==> config.mk <==
export PLATFORM = sky130hd
export DESIGN_NAME = ibex_register_file_mp_flat
export DESIGN_NICKNAME = d
export VERILOG_FILES = /design/src/rtl/ibex_rf_pkg.sv /design/src/rtl/ibex_register_file_mp_if.sv /design/src/rtl/ibex_rf_wipe_fsm.sv /design/src/rtl/ibex_register_file_mp.sv /design/src/flat_wrapper.sv
export SDC_FILE = /design/constraint.sdc
export NUM_CORES = 2
export LEC_CHECK = 0
export ABC_CLOCK_PERIOD_IN_PS = 4000
export CAP_MARGIN = 20
export CORE_MARGIN = 2
export CORE_UTILIZATION = 45
export CTS_BUF_LIST = sky130_fd_sc_hd__clkbuf_16
export CTS_CLUSTER_DIAMETER = 200
export DETAILED_ROUTE_END_ITERATION = 6
export PLACE_DENSITY_LB_ADDON = 0.1
export SLEW_MARGIN = 15
export SYNTH_ARGS = -nofsm -noshare
export SYNTH_HDL_FRONTEND = slang
export SYNTH_SLANG_ARGS = --single-unit
==> constraint.sdc <==
create_clock -name clk_i -period 4 [get_ports clk_i]
set_input_delay 1.2 -clock clk_i [delete_from_list [all_inputs] [get_ports clk_i]]
set_output_delay 1.2 -clock clk_i [all_outputs]
set_load 0.02 [all_outputs]
==> src/rtl/ibex_rf_pkg.sv <==
// ibex_rf_pkg
// Shared types and helpers for the multi-port register file.
//   rf_wipe_state_e : states of the secure-wipe engine
//   RF_ADDR_W       : architectural register address width
//   rf_num_words()  : number of architectural registers for a given RV32E setting
package ibex_rf_pkg;

   localparam int RF_ADDR_W = 5;

   typedef enum logic [1:0] {
      RF_IDLE = 2'd0,
      RF_WIPE = 2'd1,
      RF_DONE = 2'd2
   } rf_wipe_state_e;

   function automatic int unsigned rf_num_words(input bit rv32e);
      return rv32e ? 32'd16 : 32'd32;
   endfunction

endpackage

==> src/rtl/ibex_register_file_mp_if.sv <==
// ibex_register_file_mp_if
// Bundles the register-file access signals.
//   master : the pipeline side (drives addresses, write data/enables, wipe request)
//   slave  : the register file (drives read data, wipe status, collision flag)
//
// Access contract: there is no valid/ready handshake. Read data is a
// combinational function of raddr_i and the current register contents, and is
// valid in the same cycle the address is presented. A write with we_i high is
// committed at the next rising clk edge, unless wipe_busy_o is high in that
// cycle, in which case it is dropped. wipe_req_i is a level, sampled only while
// the wipe engine is idle. dbg_wipe_state mirrors the wipe engine state.
interface ibex_register_file_mp_if #(
   parameter int NumReadPorts  = 2,
   parameter int NumWritePorts = 1,
   parameter int DataWidth     = 32
);
   import ibex_rf_pkg::*;

   logic [NumReadPorts-1:0][RF_ADDR_W-1:0]  raddr_i;
   logic [NumReadPorts-1:0][DataWidth-1:0]  rdata_o;
   logic [NumWritePorts-1:0][RF_ADDR_W-1:0] waddr_i;
   logic [NumWritePorts-1:0][DataWidth-1:0] wdata_i;
   logic [NumWritePorts-1:0]                we_i;
   logic                                    wipe_req_i;
   logic                                    wipe_busy_o;
   logic                                    wipe_done_o;
   logic                                    err_o;
   rf_wipe_state_e                          dbg_wipe_state;

   modport master (
      output raddr_i, waddr_i, wdata_i, we_i, wipe_req_i,
      input  rdata_o, wipe_busy_o, wipe_done_o, err_o, dbg_wipe_state
   );

   modport slave (
      input  raddr_i, waddr_i, wdata_i, we_i, wipe_req_i,
      output rdata_o, wipe_busy_o, wipe_done_o, err_o, dbg_wipe_state
   );

endinterface

==> src/rtl/ibex_rf_wipe_fsm.sv <==
// ibex_rf_wipe_fsm
// Sequential secure-wipe engine. Walks registers 1..NumWords-1, one per cycle,
// then pulses wipe_done_o for one cycle.
//   clk_i, rst_i  : clock, synchronous active-high reset
//   wipe_req_i    : start request, sampled in RF_IDLE only
//   wipe_we       : write strobe for the register addressed by wipe_addr
//   wipe_addr     : register currently being wiped
//   wipe_busy_o   : high while in RF_WIPE
//   wipe_done_o   : one-cycle completion pulse (RF_DONE)
//   state_o       : current state, for observation
module ibex_rf_wipe_fsm
   import ibex_rf_pkg::*;
#(
   parameter int unsigned NumWords = 32
) (
   input  logic                 clk_i,
   input  logic                 rst_i,
   input  logic                 wipe_req_i,
   output logic                 wipe_we,
   output logic [RF_ADDR_W-1:0] wipe_addr,
   output logic                 wipe_busy_o,
   output logic                 wipe_done_o,
   output rf_wipe_state_e       state_o
);

   localparam logic [RF_ADDR_W-1:0] LastAddr = RF_ADDR_W'(NumWords - 1);

   rf_wipe_state_e       state_q;
   logic [RF_ADDR_W-1:0] cnt_q;
   logic                 busy_q;
   logic                 done_q;

   // busy_q/done_q are updated alongside state_q so they always equal
   // (state_q == RF_WIPE) and (state_q == RF_DONE) respectively.
   always_ff @(posedge clk_i) begin
      if (rst_i) begin
         state_q <= RF_IDLE;
         cnt_q   <= '0;
         busy_q  <= 1'b0;
         done_q  <= 1'b0;
      end else begin
         case (state_q)
            RF_IDLE: begin
               done_q <= 1'b0;
               if (wipe_req_i) begin
                  state_q <= RF_WIPE;
                  cnt_q   <= RF_ADDR_W'(1);
                  busy_q  <= 1'b1;
               end
            end
            RF_WIPE: begin
               // The last register is still written in this cycle.
               if (cnt_q == LastAddr) begin
                  state_q <= RF_DONE;
                  busy_q  <= 1'b0;
                  done_q  <= 1'b1;
               end else begin
                  cnt_q <= cnt_q + RF_ADDR_W'(1);
               end
            end
            RF_DONE: begin
               state_q <= RF_IDLE;
               done_q  <= 1'b0;
            end
            default: begin
               state_q <= RF_IDLE;
               busy_q  <= 1'b0;
               done_q  <= 1'b0;
            end
         endcase
      end
   end

   assign wipe_we     = busy_q;
   assign wipe_addr   = cnt_q;
   assign wipe_busy_o = busy_q;
   assign wipe_done_o = done_q;
   assign state_o     = state_q;

endmodule

==> src/rtl/ibex_register_file_mp.sv <==
// ibex_register_file_mp
// Multi-port flip-flop register file: NumReadPorts combinational read ports,
// NumWritePorts prioritised write ports (highest index wins), write-collision
// flag and a sequential secure wipe. R0 has no storage and reads WordZeroVal.
//   clk_i : clock
//   rst_i : synchronous active-high reset
//   rf    : ibex_register_file_mp_if.slave (addresses, data, enables,
//           wipe request/busy/done, err_o, wipe state)
// Build option: IBEX_RF_WRITE_BYPASS_EN forwards same-cycle write data to
// matching read ports; without it reads see registered contents only.
module ibex_register_file_mp
   import ibex_rf_pkg::*;
#(
   parameter bit                    RV32E         = 1'b0,
   parameter int                    DataWidth     = 32,
   parameter int                    NumReadPorts  = 2,
   parameter int                    NumWritePorts = 1,
   parameter logic [DataWidth-1:0]  WordResetVal  = '0,
   parameter logic [DataWidth-1:0]  WordZeroVal   = '0
) (
   input logic                   clk_i,
   input logic                   rst_i,
   ibex_register_file_mp_if.slave rf
);

   localparam int unsigned          NumWords = rf_num_words(RV32E);
   // RV32E ignores address bit 4 on every port.
   localparam logic [RF_ADDR_W-1:0] AddrMask = RV32E ? 5'h0F : 5'h1F;

   logic                 wipe_we;
   logic [RF_ADDR_W-1:0] wipe_addr;
   logic                 wipe_busy;
   logic                 wipe_done;
   rf_wipe_state_e       wipe_state;

   ibex_rf_wipe_fsm #(
      .NumWords (NumWords)
   ) u_wipe_fsm (
      .clk_i       (clk_i),
      .rst_i       (rst_i),
      .wipe_req_i  (rf.wipe_req_i),
      .wipe_we     (wipe_we),
      .wipe_addr   (wipe_addr),
      .wipe_busy_o (wipe_busy),
      .wipe_done_o (wipe_done),
      .state_o     (wipe_state)
   );

   // Effective write requests: masked by wipe and by address 0.
   logic [NumWritePorts-1:0][RF_ADDR_W-1:0] waddr_eff;
   logic [NumWritePorts-1:0]                we_eff;

   always_comb begin
      for (int p = 0; p < NumWritePorts; p++) begin
         waddr_eff[p] = rf.waddr_i[p] & AddrMask;
         we_eff[p]    = rf.we_i[p] & ~wipe_busy & (waddr_eff[p] != '0);
      end
   end

   // Storage for registers 1..NumWords-1 only.
   logic [DataWidth-1:0] rf_q [NumWords-1:1];
   logic [DataWidth-1:0] rf_d [NumWords-1:1];

   always_comb begin
      for (int i = 1; i < NumWords; i++) begin
         rf_d[i] = rf_q[i];
         // Later ports overwrite earlier ones: highest index wins.
         for (int p = 0; p < NumWritePorts; p++) begin
            if (we_eff[p] && (waddr_eff[p] == RF_ADDR_W'(i))) begin
               rf_d[i] = rf.wdata_i[p];
            end
         end
         if (wipe_we && (wipe_addr == RF_ADDR_W'(i))) begin
            rf_d[i] = WordResetVal;
         end
      end
   end

   always_ff @(posedge clk_i) begin
      if (rst_i) begin
         for (int i = 1; i < NumWords; i++) rf_q[i] <= WordResetVal;
      end else begin
         for (int i = 1; i < NumWords; i++) rf_q[i] <= rf_d[i];
      end
   end

   // Full 32-entry read view so any 5-bit index is in range; entry 0 and any
   // entries beyond NumWords read as WordZeroVal.
   logic [DataWidth-1:0] rf_view [32];

   always_comb begin
      for (int i = 0; i < 32; i++) rf_view[i] = WordZeroVal;
      for (int i = 1; i < NumWords; i++) rf_view[i] = rf_q[i];
   end

   logic [NumReadPorts-1:0][DataWidth-1:0] rdata;
   logic [NumReadPorts-1:0][RF_ADDR_W-1:0] raddr_eff;

   always_comb begin
      for (int r = 0; r < NumReadPorts; r++) begin
         raddr_eff[r] = rf.raddr_i[r] & AddrMask;
         rdata[r]     = rf_view[raddr_eff[r]];
`ifdef IBEX_RF_WRITE_BYPASS_EN
         // we_eff already excludes address 0 and wipe cycles.
         for (int p = 0; p < NumWritePorts; p++) begin
            if (we_eff[p] && (waddr_eff[p] == raddr_eff[r])) begin
               rdata[r] = rf.wdata_i[p];
            end
         end
`endif
      end
   end

   // Collision: two enabled writes to the same nonzero register.
   logic coll;
   logic err_q;

   always_comb begin
      coll = 1'b0;
      for (int a = 0; a < NumWritePorts; a++) begin
         for (int b = a + 1; b < NumWritePorts; b++) begin
            if (we_eff[a] && we_eff[b] && (waddr_eff[a] == waddr_eff[b])) coll = 1'b1;
         end
      end
   end

   always_ff @(posedge clk_i) begin
      if (rst_i) err_q <= 1'b0;
      else       err_q <= coll;
   end

   assign rf.rdata_o        = rdata;
   assign rf.err_o          = err_q;
   assign rf.wipe_busy_o    = wipe_busy;
   assign rf.wipe_done_o    = wipe_done;
   assign rf.dbg_wipe_state = wipe_state;

endmodule

==> src/flat_wrapper.sv <==
// flat-port wrapper written by rule: the top's interface ports become plain ports
module ibex_register_file_mp_flat import ibex_rf_pkg::*;
#(
   parameter bit                    RV32E         = 1'b0,
   parameter int                    DataWidth     = 32,
   parameter int                    NumReadPorts  = 2,
   parameter int                    NumWritePorts = 1,
   parameter logic [DataWidth-1:0]  WordResetVal  = '0,
   parameter logic [DataWidth-1:0]  WordZeroVal   = '0
)
  (clk_i, rst_i, rf_raddr_i, rf_waddr_i, rf_wdata_i, rf_we_i, rf_wipe_req_i, rf_rdata_o, rf_wipe_busy_o, rf_wipe_done_o, rf_err_o, rf_dbg_wipe_state);
  ibex_register_file_mp_if #(.NumReadPorts(NumReadPorts), .NumWritePorts(NumWritePorts), .DataWidth(DataWidth)) rf_i ();
  input logic clk_i;
  input logic rst_i;
  input wire logic [$bits(rf_i.raddr_i)-1:0] rf_raddr_i;
  input wire logic [$bits(rf_i.waddr_i)-1:0] rf_waddr_i;
  input wire logic [$bits(rf_i.wdata_i)-1:0] rf_wdata_i;
  input wire logic [$bits(rf_i.we_i)-1:0] rf_we_i;
  input wire logic [$bits(rf_i.wipe_req_i)-1:0] rf_wipe_req_i;
  output wire logic [$bits(rf_i.rdata_o)-1:0] rf_rdata_o;
  output wire logic [$bits(rf_i.wipe_busy_o)-1:0] rf_wipe_busy_o;
  output wire logic [$bits(rf_i.wipe_done_o)-1:0] rf_wipe_done_o;
  output wire logic [$bits(rf_i.err_o)-1:0] rf_err_o;
  output wire logic [$bits(rf_i.dbg_wipe_state)-1:0] rf_dbg_wipe_state;
  assign rf_i.raddr_i = rf_raddr_i;
  assign rf_i.waddr_i = rf_waddr_i;
  assign rf_i.wdata_i = rf_wdata_i;
  assign rf_i.we_i = rf_we_i;
  assign rf_i.wipe_req_i = rf_wipe_req_i;
  assign rf_rdata_o = rf_i.rdata_o;
  assign rf_wipe_busy_o = rf_i.wipe_busy_o;
  assign rf_wipe_done_o = rf_i.wipe_done_o;
  assign rf_err_o = rf_i.err_o;
  assign rf_dbg_wipe_state = rf_i.dbg_wipe_state;
  ibex_register_file_mp #(.RV32E(RV32E), .DataWidth(DataWidth), .NumReadPorts(NumReadPorts), .NumWritePorts(NumWritePorts), .WordResetVal(WordResetVal), .WordZeroVal(WordZeroVal)) u_core (.clk_i(clk_i), .rst_i(rst_i), .rf(rf_i));
endmodule
==> results.tsv <==
metric	value	unit
status	finished, violations left	
failing checks	setup timing	
final worst clock skew	0.0170	ns
Final Total Pwr	0.0242	W
dominant synthesized flop cell	dfxtp_1	
drt drc	0	
minimum setup slack in the final design	-0.148	ns
pwr/cell area	348	nW/um2
post-route cell area	69700	um2
synthesized area divided by synthesized cell count	7.80	um2
Setup Viol. Count Final	63	
number of antenna violations at the first check in global routing	1	
required time reported for the critical path endpoint	2.80	ns
top post-synthesis cells by area	dfxtp_1 39%, nand2_1 16%, mux2i_1 15%	
Arr. time, crit path	2.95	ns
vias in the first global route	49600	
final HPWL from detailed placement	136000	um
Core Box Area	115000	um2
WS Path Type	in2out	
number of design-rule violations left by the first detailed-router iteration	6368	
die area	118000	um2
Crit Path Max Fanout	5	
clock tree from TritonCTS	yes	
commonest cells after routing, fill and taps aside	2,151 x nand2_1, 1,114 x a21oi_1, 1,001 x dfxtp_1	
post-route core utilization	60.8	%
Ports	120	
fraction of synthesis flops using an asynchronous set or reset pin	0	%
die width	344	um
maximum achievable frequency	241	MHz
DR vias	52900	
Pins Over Slew Limit	0	
commonest non-fill, non-tap cell in the layout	nand2_1	
H-tree levels	3	
fraction of final layout cells with drive strength greater than 1	23.0	%
number of nets in the layout	7057	
largest net degree at the start of global routing	33	
count of yosys warnings during synthesis	0	
GP Congestion	0.974	
area post-placement	58200	um2
count of placed standard cells including taps	8197	
count of distinct cell types in the synthesized netlist	37	
starting density of the core	45.4	%
Port Buffers	118	
VDD IR-drop max	0.321	mV
final cycle utilization of the critical path	104	%
Max Buffers Root-to-Sink	3	
height of the die	344	um
final routed wire length divided by cell count	26.2	um
final critical delay including setup and external delays	4.15	ns
leak pwr	25.7	nW
count of filler cells inserted in the layout	9778	
max_cap viols	0	
first-pass GRT wire length	327000	um
count of hold-fix buffers inserted at cts	0	
combined global-route utilization of all metal layers	36.6	%
mapped cell area	52000	um2
clock latency at the later pin of the worst-skew pair	0.72	ns
dominant cell type by area after synthesis	dfxtp_1	
Synth Instances	6668	
#FFs+latches synth	1001	
top-area cell type share of the netlist area	38.5	%
Root Buffer Master	clkbuf_16	
number of synthesized flops with an enable pin	0	
type of origin of the critical path	primary input	
number of clock buffers inserted by TritonCTS	111	
clock sink count	1001	
clock-pin slew on the worst setup and hold paths	0.06	ns
Placement Setup Slack	-1.04	ns
sum of routed wire length over all layers	225000	um
Area Overhead vs Synth	34.0	%
kind of path behind the tightest hold check	reg2reg	
row count	124	
number of hold violations in the final report	0	
crit path capture type	output port	
total nets after synthesis	6726	
vias per inst	6.15	
overall overflow remaining after global route	0	
count of non-filler cells in the finished layout	8596	
sequential element share of the synthesized area	38.5	%
Slew @ Worst Pin	1.15	ns
length of the first detailed-routing pass in iterations	7	
remaining antenna violation count after routing	0	
setup repair after global routing missed its margin	yes	
worst max-slew margin expressed relative to the limit	22.8	%
## sequential cells by signal (all words and copies together) (netlist names)
register and flops:
u_core.rf_q 992, u_core.u_wipe_fsm.state_o 2, u_core.u_wipe_fsm.wipe_addr 5, u_core.u_wipe_fsm.wipe_busy_o 1, u_core.u_wipe_fsm.wipe_done_o 1
## power by group
part	total, W	switching (W)	internal, W	leakage [nW]
clock	0.0103	0.00443	0.00582	1.83
combinational	0.00389	0.00224	0.00166	15.8
sequential	0.0101	0.0000540	0.0100	8.07
total	0.0242	0.00672	0.0175	25.7
## cell type report
type                    instances  area (um2)  share of cell area, %
flip-flops and latches       1001       20000                   28.8
well taps                    1512        1890                   2.72
inverters                       4        15.0                 0.0216
repair buffers                855       11000                   15.8
diodes                          1        2.50                0.00359
clock inverters                81         623                  0.894
multi-input cells            5026       33200                   47.6
clock buffers                 116        2900                   4.17
## final timing paths
| path | from | end | slack, ns | depth (start not counted) |
|---|---|---|---|---|
| max | rf_raddr_i[0] | rf_rdata_o[7] | -0.15 | 10 |
| min | u_core.rf_q[3][53] | u_core.rf_q[3][53] | 0.46 | 2 |
| max reg2reg | u_core.u_wipe_fsm.wipe_busy_o | u_core.rf_q[12][16] | 1.15 | 4 |
| min reg2reg | u_core.rf_q[3][53] | u_core.rf_q[3][53] | 0.46 | 2 |
## stage by stage
stage | hold WS [ns] | TNS [ns]
floorplan | 0.442 | 0
global placement | 0.449 | -49.31
detailed placement | 0.457 | -50.44
CTS | 0.466 | -5.57
global route | 0.486 | -6.57
finish | 0.464 | -5.24
## critical path, cell delays in order
cell     delay (ns)
buf_16         0.11
buf_12         0.12
buf_8          0.10
mux4_2         0.53
nor2b_4        0.14
nor3_4         0.07
a31oi_2        0.21
buf_4          0.18
nand3_4        0.11
buf_6          0.16
## layer usage
| metal | up-vias | track usage [%] | wire length (um) |
|---|---|---|---|
| met5 | - | 0 | 0 |
| li1 | 23700 | - | - |
| met1 | 25500 | 48.6 | 89700 |
| met2 | 3024 | 57.6 | 101000 |
| met4 | 0 | 15.5 | 9760 |
| met3 | 605 | 7.41 | 24300 |
## Yosys cell counts (2+ instances only)
cell,n
nor3_2,9
mux2_2,64
buf_4,70
dfxtp_1,1001
inv_1,4
clkbuf_1,403
a21oi_1,1125
xor2_1,2
nand3_1,206
and2_1,2
ha_1,7
a22oi_1,256
nand2b_1,11
nor3_1,65
nand2_1,2151
nor4_1,2
nor4b_1,2
a21o_1,4
buf_1,10
a221oi_1,65
o21bai_1,31
mux2i_1,768
mux4_2,64
nor2b_1,73
nor2_1,41
a31oi_1,64
buf_2,152
buf_6,2
or2_2,3
and2b_1,4
## repair_timing
action,4_1_cts,5_1_grt
pin swaps,208,181
setup endpoints to repair,64,64
cloned,54,10
setup buffers,142,61
resized for setup,1009,304
## kinds of logic (layout without fill, tap and decap cells)
| family | Yosys count | after routing | synth area share [%] |
|---|---|---|---|
| adders and majority gates | 7 | 7 | 0.168 |
| muxes | 896 | 896 | 18.9 |
| and+or+nand+nor | 2575 | 2575 | 19.9 |
| other | 1 | 2 | 0.00721 |
| DFF | 1001 | 1001 | 38.5 |
| AOI/OAI and AO/OA | 1545 | 1545 | 16.9 |
| buffers and inverters | 641 | 1056 | 5.53 |
| xor gates and xnor gates | 2 | 2 | 0.0337 |
Power figures use the tool's default switching activity.
